File: src/rtl/btn_pkg.sv
// rtl/btn_pkg.sv - shared constants and types for the button conditioner
//
// Purpose: default 12 MHz timing constants, channel index map, default
//          channel count, the auto-repeat state type and a small max helper.
// Ports:   none (package).

package btn_pkg;

  // Default channel count
  localparam int N_BTN_DEFAULT = 6;

  // Timing defaults for a 12 MHz clock
  localparam int DEB_20MS        = 240000;
  localparam int REP_DELAY_500MS = 6000000;
  localparam int REP_RATE_100MS  = 1200000;

  // Channel index map seen by the downstream traffic/speed logic
  localparam int BTN_TRIG     = 0;
  localparam int BTN_SPD_UP   = 1;
  localparam int BTN_SPD_DOWN = 2;
  localparam int BTN_MODE     = 3;
  localparam int BTN_M        = 4;
  localparam int BTN_SPARE    = 5;

  // Auto-repeat phase: idle (released or repeat disabled), waiting for the
  // first repeat, or emitting at the steady repeat rate.
  typedef enum logic [1:0] {
    REP_IDLE  = 2'd0,
    REP_DELAY = 2'd1,
    REP_RATE  = 2'd2
  } rep_state_e;

  function automatic int max_int(input int a, input int b);
    return (a > b) ? a : b;
  endfunction

endpackage

File: src/rtl/btn_channel.sv
// rtl/btn_channel.sv - one synchronised, debounced button channel with auto-repeat
//
// Purpose: two-flop synchroniser, debounce counter and hold/repeat counter
//          for a single raw input.
// Ports:
//   clk       in   system clock
//   rst       in   synchronous active-high reset
//   i_raw     in   asynchronous raw input
//   o_level   out  debounced level, 1 = pressed
//   o_press   out  one-cycle pulse on accepted 0->1
//   o_release out  one-cycle pulse on accepted 1->0
//   o_repeat  out  one-cycle auto-repeat pulse while held

module btn_channel
  import btn_pkg::*;
#(
  parameter int DEBOUNCE_CYC     = DEB_20MS,
  parameter int REPEAT_DELAY_CYC = REP_DELAY_500MS,
  parameter int REPEAT_RATE_CYC  = REP_RATE_100MS,
  parameter bit INV              = 1'b0,
  parameter bit REPEAT_EN        = 1'b0
) (
  input  logic clk,
  input  logic rst,
  input  logic i_raw,
  output logic o_level,
  output logic o_press,
  output logic o_release,
  output logic o_repeat
);

  localparam int DW = $clog2(DEBOUNCE_CYC) + 1;
  localparam int HW = $clog2(max_int(REPEAT_DELAY_CYC, REPEAT_RATE_CYC)) + 1;

  localparam logic [DW-1:0] DEB_LAST   = DW'(DEBOUNCE_CYC - 1);
  localparam logic [HW-1:0] DELAY_LAST = HW'(REPEAT_DELAY_CYC - 1);
  localparam logic [HW-1:0] RATE_LAST  = HW'(REPEAT_RATE_CYC - 1);

  logic          r_s1;
  logic          r_s2;
  logic [DW-1:0] r_deb_cnt;
  logic          r_level;
  logic          r_press;
  logic          r_release;
  logic          r_repeat;
  rep_state_e    r_rep_state;
  logic [HW-1:0] r_hold_cnt;

  logic          w_accept;
  logic          w_press_now;
  logic          w_release_now;
  rep_state_e    w_rep_next;
  logic [HW-1:0] w_hold_next;
  logic          w_rep_fire;

  // The mismatch has lasted DEBOUNCE_CYC consecutive edges when the counter
  // sits at its terminal value and s2 still disagrees with the level.
  assign w_accept      = (r_s2 != r_level) && (r_deb_cnt == DEB_LAST);
  assign w_press_now   = w_accept &&  r_s2;
  assign w_release_now = w_accept && !r_s2;

  // Synchroniser and debounce
  always_ff @(posedge clk) begin
    if (rst) begin
      r_s1      <= 1'b0;
      r_s2      <= 1'b0;
      r_deb_cnt <= '0;
      r_level   <= 1'b0;
      r_press   <= 1'b0;
      r_release <= 1'b0;
    end else begin
      r_s1      <= i_raw ^ INV;
      r_s2      <= r_s1;
      r_press   <= w_press_now;
      r_release <= w_release_now;
      if (r_s2 == r_level) begin
        r_deb_cnt <= '0;
      end else if (w_accept) begin
        r_level   <= r_s2;
        r_deb_cnt <= '0;
      end else begin
        r_deb_cnt <= r_deb_cnt + DW'(1);
      end
    end
  end

  // Auto-repeat state register
  always_ff @(posedge clk) begin
    if (rst) begin
      r_rep_state <= REP_IDLE;
      r_hold_cnt  <= '0;
      r_repeat    <= 1'b0;
    end else begin
      r_rep_state <= w_rep_next;
      r_hold_cnt  <= w_hold_next;
      r_repeat    <= w_rep_fire;
    end
  end

  // Auto-repeat next-state. The press edge only arms the counter, so a repeat
  // can never coincide with a press; a release edge wins over a due repeat.
  always_comb begin
    w_rep_next  = r_rep_state;
    w_hold_next = r_hold_cnt;
    w_rep_fire  = 1'b0;
    case (r_rep_state)
      REP_IDLE: begin
        w_hold_next = '0;
        if (w_press_now && REPEAT_EN) begin
          w_rep_next = REP_DELAY;
        end
      end
      REP_DELAY: begin
        if (w_release_now) begin
          w_rep_next  = REP_IDLE;
          w_hold_next = '0;
        end else if (r_hold_cnt == DELAY_LAST) begin
          w_rep_fire  = 1'b1;
          w_hold_next = '0;
          w_rep_next  = REP_RATE;
        end else begin
          w_hold_next = r_hold_cnt + HW'(1);
        end
      end
      REP_RATE: begin
        if (w_release_now) begin
          w_rep_next  = REP_IDLE;
          w_hold_next = '0;
        end else if (r_hold_cnt == RATE_LAST) begin
          w_rep_fire  = 1'b1;
          w_hold_next = '0;
        end else begin
          w_hold_next = r_hold_cnt + HW'(1);
        end
      end
      default: begin
        w_rep_next  = REP_IDLE;
        w_hold_next = '0;
      end
    endcase
  end

  assign o_level   = r_level;
  assign o_press   = r_press;
  assign o_release = r_release;
  assign o_repeat  = r_repeat;

endmodule

File: src/rtl/btn_conditioner.sv
// rtl/btn_conditioner.sv - multi-channel button synchroniser, debouncer and repeater
//
// Purpose: N_BTN independent btn_channel instances between the raw board
//          buttons/switches and the traffic-state / speed-control logic.
// Ports:
//   clk          in   system clock, 12 MHz
//   rst          in   synchronous active-high reset
//   btn_raw      in   [N_BTN] asynchronous raw inputs
//   btn_level    out  [N_BTN] debounced level, 1 = pressed
//   btn_press    out  [N_BTN] one-cycle pulse per accepted 0->1
//   btn_release  out  [N_BTN] one-cycle pulse per accepted 1->0
//   btn_repeat   out  [N_BTN] one-cycle auto-repeat pulse while held

module btn_conditioner
  import btn_pkg::*;
#(
  parameter int               N_BTN            = N_BTN_DEFAULT,
  parameter int               DEBOUNCE_CYC     = DEB_20MS,
  parameter int               REPEAT_DELAY_CYC = REP_DELAY_500MS,
  parameter int               REPEAT_RATE_CYC  = REP_RATE_100MS,
  parameter logic [N_BTN-1:0] INV_MASK         = '0,
  parameter logic [N_BTN-1:0] REPEAT_MASK      = '0
) (
  input  logic             clk,
  input  logic             rst,
  input  logic [N_BTN-1:0] btn_raw,
  output logic [N_BTN-1:0] btn_level,
  output logic [N_BTN-1:0] btn_press,
  output logic [N_BTN-1:0] btn_release,
  output logic [N_BTN-1:0] btn_repeat
);

  for (genvar g = 0; g < N_BTN; g++) begin : g_ch
    btn_channel #(
      .DEBOUNCE_CYC     (DEBOUNCE_CYC),
      .REPEAT_DELAY_CYC (REPEAT_DELAY_CYC),
      .REPEAT_RATE_CYC  (REPEAT_RATE_CYC),
      .INV              (INV_MASK[g]),
      .REPEAT_EN        (REPEAT_MASK[g])
    ) u_ch (
      .clk       (clk),
      .rst       (rst),
      .i_raw     (btn_raw[g]),
      .o_level   (btn_level[g]),
      .o_press   (btn_press[g]),
      .o_release (btn_release[g]),
      .o_repeat  (btn_repeat[g])
    );
  end

endmodule

File: config.mk
export PLATFORM = sky130hd
export DESIGN_NAME = btn_conditioner
export DESIGN_NICKNAME = d
export VERILOG_FILES = /design/src/rtl/btn_pkg.sv /design/src/rtl/btn_channel.sv /design/src/rtl/btn_conditioner.sv
export SDC_FILE = /design/constraint.sdc
export NUM_CORES = 1
export LEC_CHECK = 0
export ABC_CLOCK_PERIOD_IN_PS = 1800
export CAP_MARGIN = 20
export CORE_ASPECT_RATIO = 0.7
export CORE_UTILIZATION = 55
export CTS_BUF_LIST = sky130_fd_sc_hd__clkbuf_8
export DETAILED_ROUTE_END_ITERATION = 12
export GPL_TIMING_DRIVEN = 0
export PLACE_DENSITY = 0.8
export SETUP_SLACK_MARGIN = 0.15
export SYNTH_ARGS = -nofsm -noshare
export SYNTH_HDL_FRONTEND = slang
export SYNTH_SLANG_ARGS = --single-unit
File: constraint.sdc
create_clock -name clk -period 1.8 [get_ports clk]
set_input_delay 0.36 -clock clk [delete_from_list [all_inputs] [get_ports clk]]
set_output_delay 0.36 -clock clk [all_outputs]
set_load 0.05 [all_outputs]
==> results of run 1 <==
## cell usage in the layout (no fill, tap or decap), types with 20 or more instances in the layout
cell      instances
buf_4            66
clkbuf_8         20
dfxtp_1          91
dfxtp_2          36
inv_1            21
nand2_1          36
nand3_1          24
nand4_1          28
nor2_1           46
nor2_2           23
nor2_4           34
nor3_1           26
xnor2_1          65
## layout make-up
class                           count  area share [%]
Multi-Input combinational cell    512            45.4
Sequential cell                   144            33.8
Timing Repair Buffer               84            8.69
Buffer                             40            3.61
Clock buffer                       20            3.11
Clock inverter                     11            2.38
Tap cell                          153            2.17
Inverter                           20           0.849
## synth_stat cells, drive strengths merged (9+ instances only)
master / number / area [sq um]
or4: 14 / 116
xnor2: 65 / 569
o31ai: 9 / 67.6
and3: 10 / 62.6
o21ai: 18 / 120
nand2: 38 / 143
xor2: 20 / 175
dfxtp: 144 / 2880
or3: 16 / 100
buf: 29 / 213
a21oi: 27 / 135
nor4: 26 / 163
nor3: 31 / 155
nand3: 35 / 185
clkbuf: 11 / 41.3
nor2: 103 / 387
inv: 20 / 75.1
nand4: 29 / 188
nor2b: 12 / 75.1
## power breakdown
part / internal (uW) / total (uW) / leakage (uW) / switching [uW]
registers: 3170 / 3190 / 0.00119 / 14.2
logic: 70.9 / 186 / 0.00130 / 115
clock network: 1890 / 3130 / 0.000246 / 1250
## path summary, 6_finish.rpt
| kind | depth (start not counted) | endpoint |
|---|---|---|
| setup reg to reg | 5 | g_ch[3].u_ch.r_deb_cnt[17] |
| hold / removal | 1 | g_ch[3].u_ch.r_s2 |
| setup / recovery | 5 | g_ch[3].u_ch.r_deb_cnt[17] |
| hold reg to reg | 1 | g_ch[3].u_ch.r_s2 |
## critical path, delay by kind of cell, from the launching register on
family,cells,cell delay (ns)
flops,1,0.41
simple gates,2,0.98
compound gates,2,0.29
buf+inv,1,0.18
## what timing repair did
item / 4_1_cts / 5_1_grt
endpoints found under the setup margin: 129 / 121
hold endpoints to repair: 0 / 0
pin swaps: 47 / 58
setup buffers: 40 / 15
gates cloned: 3 / 2
resized for setup: 161 / 175
## stage by stage
step	area, sq um	hold slack (ns)	setup slack [ns]	util (%)
detailed placement	6930	0.410	-0.265	62.5
global placement	6930	0.404	-0.205	62.5
floorplan	6490	0.395	-0.0147	-
CTS	8100	0.441	-0.128	73.1
global route	8840	0.464	-0.181	79.7
finish	8840	0.459	-0.179	79.7
## flip-flops by register name, indices dropped and copies added, names as in the netlist
register	cells
g_ch.u_ch.o_release	6
g_ch.u_ch.o_press	6
g_ch.u_ch.r_deb_cnt	114
g_ch.u_ch.o_level	6
g_ch.u_ch.r_s2	6
g_ch.u_ch.r_s1	6
## logic make-up (layout without fill, tap and decap cells)
family                   after synthesis  in the layout  synth area share, %
AND/OR/NAND/NOR                      355            355                 30.0
flip-flops                           144            144                 45.7
XOR/XNOR                              85             85                 11.8
buffers and inverters                 60            175                 5.22
AO/OA/AOI/OAI                         59             59                 5.79
adder cells (fa/ha/maj)                6              6                 1.19
other                                  1              6               0.0595
multiplexers                           1              1                0.159
## per-layer routing
metal  wire length [microns]  part of all wire, %
met3                    1240                  6.6
met1                    7590                   41
met5                       0                    0
met4                     512                  2.7
met2                    9370                   50
==> out/summary.txt, run 1 <==
status: finished with violations
max cap viols: 0
leak pwr: 0.00274 uW
worst r2r src: g_ch[3].u_ch.r_deb_cnt[13]
Buffers on Ports: 24
initial core utilization: 56.8%
Slew Limit Headroom: 55.5%
critical path data arrival time: 2.30 ns
R2R setup slack: -0.18 ns
Clk Latency, worst-skew pair: 0.45 ns
Worst Skew: 0.0141 ns
slowest CP cell: or4b_4
drt pass-1 iters: 5
layout cells sized above 1: 41.9%
Post-Synthesis Cell Area: 6300 sq um
vias in the first global route: 5454
Core ar.: 11100 sq um
Antenna Nets Post-Route: 0
HP Class: flip-flop to flip-flop
FP Rows: 32
Worst Path Required: 2.12 ns
GR Util met3: 7.07%
met1 usage: 34.3%
final net count: 833
setup ws final: -0.179 ns
die span in y: 91.6 microns
fillers: 582
largest net degree at the start of global routing: 17
failing checks: negative setup slack
# IOs: 32
CP Cell Sequence: or4b_4 > or4_4 > o21ai_4 > buf_12 > a21oi_4
Reg area: 2990 sq um
EDFF count, synth: 0
via/cell ratio: 6.06
GPL Wtd Cong: 0.841
DR iter-0 viols: 614
initial antenna violation count: 0
Top Usage Layer GRT: met2
Multi-input gate area: 4010 sq um
global route overflow: 0
Crit Path Max Fanout: 6
Setup violations, final: 37
element type at the critical path end: flip-flop
post-layout min period: 1.98 ns
residual DRC count: 0
Gate Count Post-Synth: 711
Final Routed Wirelength: 18700 microns
die area: 11900 sq um
clk slew on worst S/H paths: 0.09 ns
RSZ-0062 raised after global routing: yes
Synth-to-Final Area Change: 40.2%
H-tree depth: 4
Hold Buf Count CTS: 0
DR vias: 5967
Tcrit/Tclk final: 110%
CTS tree: built
Max VDD drop: 641 uV
Synth cell types: 48
syn_area_per_cell: 8.87 sq um
CTS max path bufs: 2
GRT Overall Usage: 27.9%
Seq cells post-synth: 144
dpl hpwl: 9150 microns
Slew Limit Fails: 0
first-pass GRT wire length: 26000 microns
Setup Total Neg Slack: -4.22 ns
max incr delay on CP: 0.50 ns
Final Hold Fails: 0
pwr dens: 736 nW/um^2
FMAX: 505 MHz
ys async rst share: 0%
Worst Tran Pin Value: 0.658 ns
met2 Resource Use GR: 47.1%
post-synthesis sequential area ratio: 45.7%
Design Power: 6510 uW
Num CTS Buffers: 17
Crit Path Category: flip-flop to flip-flop
non-filler cells in the finished layout: 984
WL/cell: 19.0 microns
nature of the critical path startpoint: flip-flop
hold_sp: g_ch[3].u_ch.r_s1
critical path startpoint: g_ch[3].u_ch.r_deb_cnt[13]
warnings from Yosys: 0
Sink Count: 144
top_reg_cell synth: dfxtp_1
Die X: 130 microns
n_diodes: 0
root buf cell: clkbuf_8
DP Cell Count: 893
Note: power is estimated with default switching activity, not from simulation.
==> run 2, diff against run 1 <==
--- a/config.mk
+++ b/config.mk
@@ -6,7 +6,6 @@
 export NUM_CORES = 1
 export LEC_CHECK = 0
 export ABC_CLOCK_PERIOD_IN_PS = 1800
-export CAP_MARGIN = 20
 export CORE_ASPECT_RATIO = 0.7
 export CORE_UTILIZATION = 55
 export CTS_BUF_LIST = sky130_fd_sc_hd__clkbuf_8
==> results of run 2 <==
The final DEF is identical to that of run 1; final timing and power are the same.
==> run 3, diff against run 2 <==
--- a/config.mk
+++ b/config.mk
@@ -5,13 +5,13 @@
 export SDC_FILE = /design/constraint.sdc
 export NUM_CORES = 1
 export LEC_CHECK = 0
-export ABC_CLOCK_PERIOD_IN_PS = 1800
+export ABC_CLOCK_PERIOD_IN_PS = 2400
 export CORE_ASPECT_RATIO = 0.7
 export CORE_UTILIZATION = 55
 export CTS_BUF_LIST = sky130_fd_sc_hd__clkbuf_8
 export DETAILED_ROUTE_END_ITERATION = 12
 export GPL_TIMING_DRIVEN = 0
-export PLACE_DENSITY = 0.8
+export PLACE_DENSITY = 0.77
 export SETUP_SLACK_MARGIN = 0.15
 export SYNTH_ARGS = -nofsm -noshare
 export SYNTH_HDL_FRONTEND = slang
==> constraint.sdc (replaced) <==
create_clock -name clk -period 2.4 [get_ports clk]
set_input_delay 0.48 -clock clk [delete_from_list [all_inputs] [get_ports clk]]
set_output_delay 0.48 -clock clk [all_outputs]
set_load 0.05 [all_outputs]
==> run 3 against run 2 <==
The run now ends clean. Global-route usage is 4.8 points lower. Critical path depth is 3 lower. Sequential power decreased by 24%. Clock skew fell by 0.0010 ns. Sequential share of layout area rose by 6.1 points. Critical path type is now flip-flop to primary output.
==> out/summary.txt, run 3 (synthesis results as in run 1) <==
CTS tree: built
dpl hpwl: 8780 microns (-4.1%)
Worst Reg-to-Reg Cells: 7 (+2)
R2R setup slack: 0.28 ns (+0.46 ns)
drt pass-1 iters: 5 (unchanged)
first-pass GRT wire length: 21700 microns (-16%)
FP Rows: 32 (unchanged)
critical path data arrival time: 1.69 ns (-0.61 ns)
Final Hold Fails: 0 (unchanged)
HP Class: flip-flop to flip-flop
# IOs: 32 (unchanged)
initial antenna violation count: 0 (unchanged)
worst r2r src: g_ch[2].u_ch.r_deb_cnt[0]
Post CTS Setup Buffer Count: 0 (-100%)
global route overflow: 0 (unchanged)
element type at the critical path end: primary output
Sink Count: 144 (unchanged)
Final Routed Wirelength: 12700 microns (-32%)
WL/cell: 13.8 microns (-27%)
commonest non-fill, non-tap cell in the layout: dfxtp_1
hold_sp: g_ch[3].u_ch.r_s1
commonest cells after routing, fill and taps aside: dfxtp_1 (144), nor2_1 (103), xnor2_1 (65)
Max VDD drop: 446 uV (-30%)
RR Endpoint: g_ch[2].u_ch.r_deb_cnt[12]
layout cells sized above 1: 10.6% (-31 points)
Util after Layout: 65.1% (-15 points)
Die X: 130 microns (unchanged)
register with the most flip-flops: g_ch.u_ch.r_deb_cnt
DR vias: 5109 (-14%)
initial core utilization: 56.8% (unchanged)
FMAX: 461 MHz
Crit Path Category: flip-flop to primary output
H-tree depth: 4 (unchanged)
n_diodes: 0 (unchanged)
Setup violations, final: 0 (-100%)
pwr dens: 622 nW/um^2 (-16%)
root buf cell: clkbuf_8
die span in y: 91.6 microns (unchanged)
post-layout min period: 2.17 ns
CTS max path bufs: 2 (unchanged)
status: finished, final reports clean
final net count: 773 (-7.2%)
Num CTS Buffers: 17 (unchanged)
Slew Limit Headroom: 60.5% (+5.0 points)
Core ar.: 11100 sq um (unchanged)
Tcrit/Tclk final: 90.4%
vias in the first global route: 4771 (-13%)
Slew Limit Fails: 0 (unchanged)
GPL Wtd Cong: 0.891 (+5.9%)
max cap viols: 0 (unchanged)
fillers: 878 (+51%)
Design Power: 4490 uW (-31%)
largest net degree at the start of global routing: 17 (unchanged)
Worst Path Required: 1.92 ns (-0.20 ns)
Antenna Nets Post-Route: 0 (unchanged)
via/cell ratio: 5.54 (-8.7%)
die area: 11900 sq um (unchanged)
Clk Latency, worst-skew pair: 0.44 ns (about the same)
Setup Total Neg Slack: 0 ns (+4.22 ns)
clk slew on worst S/H paths: 0.08 ns (about the same)
residual DRC count: 0 (unchanged)
leak pwr: 0.00222 uW (-19%)
Buffers on Ports: 24 (unchanged)
RSZ-0062 raised after global routing: no
Synth-to-Final Area Change: 14.4%
nature of the critical path startpoint: flip-flop
WHS Endpoint: g_ch[3].u_ch.r_s2
Crit Path Max Fanout: 3 (-3)
hold path cells: 1 (unchanged)
Worst Tran Pin Value: 0.586 ns (-0.0721 ns)
Worst Skew: 0.0130 ns (-0.00104 ns)
DR iter-0 viols: 372 (-39%)
max FFs per register: 114 (unchanged)
GRT Overall Usage: 23.1% (-4.8 points)
run 3: worst max-delay path, stage by stage, from the launching register on:
cell and delay [ns]:
dfxtp_1 0.36, buf_4 0.12, clkdlybuf4s50_1 0.78
run 3: final cells by class:
class	instances	area (sq um)	share of cell area [%]
tap	153	191	2.65
sequential	144	2880	40.0
clock buffer	20	275	3.81
inverter	20	75.1	1.04
clock inverter	10	136	1.89
timing repair buffer	24	249	3.45
multi-input combinational	512	3150	43.6
buffer	40	260	3.61
run 3: where the power goes:
group | total (uW) | switching (uW) | internal [uW]
combinational | 91.5 | 60.0 | 31.6
clock | 1990 | 891 | 1100
sequential | 2410 | 7.73 | 2400
total | 4490 | 959 | 3530
run 3: routing by layer:
metal	up-vias	share of wire, %	track usage (%)
met2	145	46	35.9
li1	2566	-	-
met5	-	0	0
met3	25	5.1	5.60
met1	2373	48	30.5
met4	0	1.6	9.79
run 3: worst max path at each step:
| stage | from | to | slack [ns] | cells past startpoint |
|---|---|---|---|---|
| 2_1_floorplan | g_ch[1].u_ch.r_deb_cnt[0] | g_ch[1].u_ch.r_deb_cnt[18] | 0.50 | 6 |
| 3_3_place_gp | g_ch[5].u_ch.r_deb_cnt[8] | g_ch[5].u_ch.r_deb_cnt[5] | 0.19 | 5 |
| 3_5_place_dp | g_ch[5].u_ch.r_deb_cnt[8] | g_ch[5].u_ch.r_deb_cnt[11] | 0.12 | 5 |
| 4_1_cts | g_ch[0].u_ch.r_deb_cnt[11] | g_ch[0].u_ch.r_deb_cnt[8] | 0.15 | 5 |
| 5_1_grt | g_ch[1].u_ch.r_deb_cnt[0] | g_ch[1].u_ch.r_deb_cnt[18] | 0.15 | 6 |
| 6_report | g_ch[3].u_ch.o_level | btn_level[3] | 0.23 | 2 |
run 3: what timing repair did:
action,CTS,global route
gates resized for setup,3,12
setup endpoints to repair,21,46
pin swaps,0,2
hold buffers,0,0
endpoints found under the hold margin,0,0
run 3: per-stage QoR:
step	cell area [sq um]	hold slack, ns	instances	worst slack [ns]
4_1_cts	7180	0.451	923	0.151
2_1_floorplan	6320	0.414	716	0.504
5_1_grt	7220	0.462	923	0.146
3_3_place_gp	6760	0.424	893	0.190
6_report	7220	0.448	923	0.231
3_5_place_dp	6760	0.432	893	0.116
==> patch 1: new RTL, config.mk and constraints of run 3 <==
Set the package constant `DEB_20MS` to 480000 (it was 240000).
--- a/src/rtl/btn_pkg.sv
+++ b/src/rtl/btn_pkg.sv
@@ -11,5 +11,5 @@
 
   // Timing defaults for a 12 MHz clock
-  localparam int DEB_20MS        = 240000;
+  localparam int DEB_20MS        = 480000;
   localparam int REP_DELAY_500MS = 6000000;
   localparam int REP_RATE_100MS  = 1200000;
Formal check against the unedited RTL: same outputs for any inputs over 4 cycles, from zero or initial values and one cycle with rst high; that may be too few to reach the edited logic, so the function may still have changed.
==> patch 1 against run 3 <==
Final cell count is 3.8% higher; critical path depth up 4; combinational power increased by 1%; area after synthesis grew 4.4%; total power up 0.30%; first-iteration DRC count increased by 7.5%; clock skew decreased by 0.0012 ns; critical path type is now register to register; die area increased by 4.3%; highest routed layer unchanged; non-clock buffer count grew 6; worst setup slack worse by 0.00053 ns; sequential cell count increased by 6; final area increased by 3.8%; wire length is 2.7% higher.
==> patch 1: results (changes against run 3) <==
[synth] commonest cells in the netlist dfxtp_1 (150), nor2_1 (97), xnor2_1 (44) [was dfxtp_1 (144), nor2_1 (103), xnor2_1 (65)]
[worst_setup_path] Worst R2R Start g_ch[2].u_ch.r_deb_cnt[8] [was g_ch[2].u_ch.r_deb_cnt[0]]
[cells_and_area] Layout area overhead 13.8% [was 14.4%]
[placed_design] post-detailed-placement cell area 7050 um2 [was 6760 um2]
[worst_setup_path] flop-to-flop setup slack 0.23 ns [was 0.28 ns]
[sta] Worst Hold Slack 0.450 ns [was 0.448 ns]
[power_and_ir_drop] power density over the cells 600 nW/um2 [was 622 nW/um2]
[cells_and_area] number of multi-input combinational cells in the layout 533 [was 512]
[cells_and_area] Core Util, Final 64.1% [was 65.1%]
[outcome] status complete, no violations [unchanged]
[synth] number of distinct standard cells referenced by the synthesized netlist 45 [was 48]
[worst_setup_path] arrival time at the worst endpoint 2.49 ns [was 1.69 ns]
[sta] Max Freq 0.461 GHz [about the same]
[placed_design] Setup WS pre-CTS -0.435 ns [was 0.116 ns]
[worst_setup_path] Max Fanout on Critical Path 10 [was 3]
[detailed_routing] via density per instance 5.68 [was 5.54]
[global_route] number of global-route vias before repair 4927 [was 4771]
[power_and_ir_drop] worst vdd ir 0.000309 V [was 0.000446 V]
[cells_and_area] final net count 803 [was 773]
[cells_and_area] area occupied by multi-input gates 3300 um2 [was 3150 um2]
[placed_design] number of cells after detailed placement 927 [was 893]
[cells_and_area] proportion of cell area spent on the clock network 5.24% [was 5.70%]
[global_route] global-route track usage on met3 6.07% [was 5.60%]
[global_route] overall fraction of global-route tracks in use 22.2% [was 23.1%]
[global_route] met1 capacity usage during global routing 28.8% [was 30.5%]
[cells_and_area] flip-flop count of the largest register, all copies and words added 120 [was 114]
[detailed_routing] total via count after detailed routing 5441 [was 5109]
[worst_setup_path] capturing point of the worst reg2reg path g_ch[2].u_ch.r_deb_cnt[4] [was g_ch[2].u_ch.r_deb_cnt[12]]
[placed_design] routability congestion estimate from global placement 0.842 [was 0.891]
[power_and_ir_drop] Leak 2.40 nW [was 2.22 nW]
[worst_setup_path] Worst Reg-to-Reg Cells 6 [was 7]
[global_route] wire length of the first global-routing pass 22200 um [was 21700 um]
[global_route] met2 demand-to-capacity share in global routing 36.5% [was 35.9%]
[cells_and_area] NonClk Buf Share 7.15% [was 7.06%]
[clock_tree] count of clock tree sinks 150 [was 144]
[cells_and_area] flip-flop and latch area 3000 um2 [was 2880 um2]
[sta] worst max-slew margin expressed relative to the limit 61.0% [was 60.5%]
[hold_path] beginning of the worst hold path g_ch[4].u_ch.r_deb_cnt[0] [was g_ch[3].u_ch.r_s1]
[worst_setup_path] maximum single-stage delay on the critical path 0.54 ns [was 0.78 ns]
[cells_and_area] inverters 17 [was 20]
[cells_and_area] number of buffers outside the clock class in the layout 70 [was 64]
[placed_design] DPL Wire Length 9050 um [was 8780 um]
[detailed_routing] drt total wl 13100 um [was 12700 um]
[cells_and_area] number of inserted filler cells in the final layout 952 [was 878]
[synth] share of the yosys chip area belonging to registers 45.6% [was 45.7%]
==> patch 1: power by group <==
group	total, mW	switching [mW]	internal, mW
Sequential	2.51	0.00847	2.50
Clock	1.90	0.883	1.02
Combinational	0.0925	0.0594	0.0331
Total	4.50	0.950	3.55
==> patch 1: metal layers <==
layer / vias to the layer above / wire [um]
met5: - / 0
met4: 0 / 88
met3: 9 / 569
met2: 122 / 6040
met1: 2614 / 6370
li1: 2696 / -
==> patch 1: kinds of logic (layout without fill, tap and decap cells) <==
family	Yosys count	after routing	synth area share [%]
buf+inv	62	118	5.27
other cells	1	6	0.0570
fa+ha+maj	6	6	1.14
compound gates	86	86	7.49
simple gates	355	355	29.8
xor+xnor	80	80	10.6
flops	150	150	45.6
==> patch 1: critical path, delay by kind of cell (launching register included) <==
| family | cells | cell delay, ns |
|---|---|---|
| AOI/OAI and AO/OA | 1 | 0.30 |
| and+or+nand+nor | 3 | 1.11 |
| DFF | 1 | 0.32 |
| buffers and inverters | 2 | 0.32 |
==> patch 2: new RTL, flow settings as in run 3 <==
Made on the original files. Reset style: asynchronous (`rst`), changed in 2 clocked blocks. Comments in the files are not updated.
--- a/src/rtl/btn_channel.sv
+++ b/src/rtl/btn_channel.sv
@@ -61,5 +61,5 @@
 
   // Synchroniser and debounce
-  always_ff @(posedge clk) begin
+  always_ff @(posedge clk or posedge rst) begin
     if (rst) begin
       r_s1      <= 1'b0;
@@ -86,5 +86,5 @@
 
   // Auto-repeat state register
-  always_ff @(posedge clk) begin
+  always_ff @(posedge clk or posedge rst) begin
     if (rst) begin
       r_rep_state <= REP_IDLE;
Formal check against the unedited RTL: no difference found for any inputs over 4 cycles, from zero or initial values and one cycle with rst high; that may be too few to reach the edited logic, so the function may still have changed.
==> patch 2 against run 3 <==
Area after synthesis increased by 9.1%; non-clock buffer count increased by 1; sequential cell count unchanged; wire length increased by 0.54%; worst setup slack improved by 0.048 ns; final area increased by 8.6%; first-iteration DRC count decreased by 21%; via count decreased by 0.25%; largest cell class is now registers.
Power is not compared: it rests on default switching activity, and its combinational part moved more than twofold at a synthesized area within 25%.
==> patch 2: results (changes against run 3) <==
[outcome] status complete, no violations [unchanged]
[global_route] met2 demand-to-capacity share in global routing 35.9% [about the same]
[sta] clock tree skew after final layout 0.0119 ns [was 0.0130 ns]
[synth] fraction of synthesis flops using an asynchronous set or reset pin 100% [was 0%]
[synth] syn_area_per_cell 10.2 um2 [was 8.87 um2]
[detailed_routing] first-pass iteration count of the detailed router 6 [was 5]
[placed_design] post-detailed-placement cell area 7410 um2 [was 6760 um2]
[global_route] global-route track usage on met3 5.69% [was 5.60%]
[sta] worst-margin pin slew 0.770 ns [was 0.586 ns]
[global_route] wire length of the first global-routing pass 22600 um [was 21700 um]
[placed_design] Setup WS pre-CTS 0.102 ns [was 0.116 ns]
[placed_design] DPL Wire Length 8960 um [was 8780 um]
[cells_and_area] Layout area overhead 14.0% [was 14.4%]
[synth] commonest cells in the netlist dfrtp_1 (144), nor2_1 (96), xnor2_1 (53) [was dfxtp_1 (144), nor2_1 (103), xnor2_1 (65)]
[synth] number of distinct standard cells referenced by the synthesized netlist 43 [was 48]
[synth] share of the yosys chip area belonging to registers 52.4% [was 45.7%]
[detailed_routing] via density per instance 5.65 [was 5.54]
[cells_and_area] final net count 747 [was 773]
[cells_and_area] number of cells in the finished layout apart from fillers 902 [was 923]
[cells_and_area] flip-flop and latch area 3600 um2 [was 2880 um2]
[synth] most used standard cell by instance count after synthesis dfrtp_1 [was dfxtp_1]
[placed_design] number of cells after detailed placement 867 [was 893]
[placed_design] count of port buffers added during placement 25 [was 24]
[detailed_routing] detailed-routed wire length on met2 6020 um [was 5830 um]
[worst_setup_path] Max Fanout on Critical Path 1 [was 3]
[cells_and_area] inverters 26 [was 20]
[cells_and_area] area occupied by multi-input gates 3010 um2 [was 3150 um2]
[floorplan] Cell Rows 33 [was 32]
[cells_and_area] number of buffers outside the clock class in the layout 65 [was 64]
[cells_and_area] NonClk Buf Share 7.34% [was 7.06%]
[cells_and_area] proportion of cell area spent on the clock network 4.49% [was 5.70%]
[cells_and_area] number of multi-input combinational cells in the layout 479 [was 512]
[detailed_routing] wl on met1 6130 um [was 6050 um]
==> patch 2: cells by family (layout without fill, tap and decap cells) <==
group           count (synthesis)  in the layout  share of synthesized area (%)
fa+ha+maj                       6              6                           1.09
flops                         144            144                           52.4
mux                             3              3                          0.491
buf+inv                        59            122                           4.71
other cells                     1              6                         0.0545
compound gates                 64             64                           6.02
xor+xnor                       80             80                           10.2
simple gates                  320            320                           25.1
==> patch 2: final timing paths <==
check / from / to / slack (ns) / cells after the start
setup / recovery: g_ch[2].u_ch.o_press / btn_press[2] / 0.28 / 2
hold / removal: g_ch[2].u_ch.r_s1 / g_ch[2].u_ch.r_s2 / 0.35 / 0
setup reg to reg: g_ch[5].u_ch.r_deb_cnt[0] / g_ch[5].u_ch.o_level / 0.28 / 5
hold reg to reg: g_ch[2].u_ch.r_s1 / g_ch[2].u_ch.r_s2 / 0.35 / 0
max in group asynchronous: rst / g_ch[0].u_ch.o_press / 1.11 / 4
min in group asynchronous: rst / g_ch[1].u_ch.r_deb_cnt[10] / 0.44 / 2
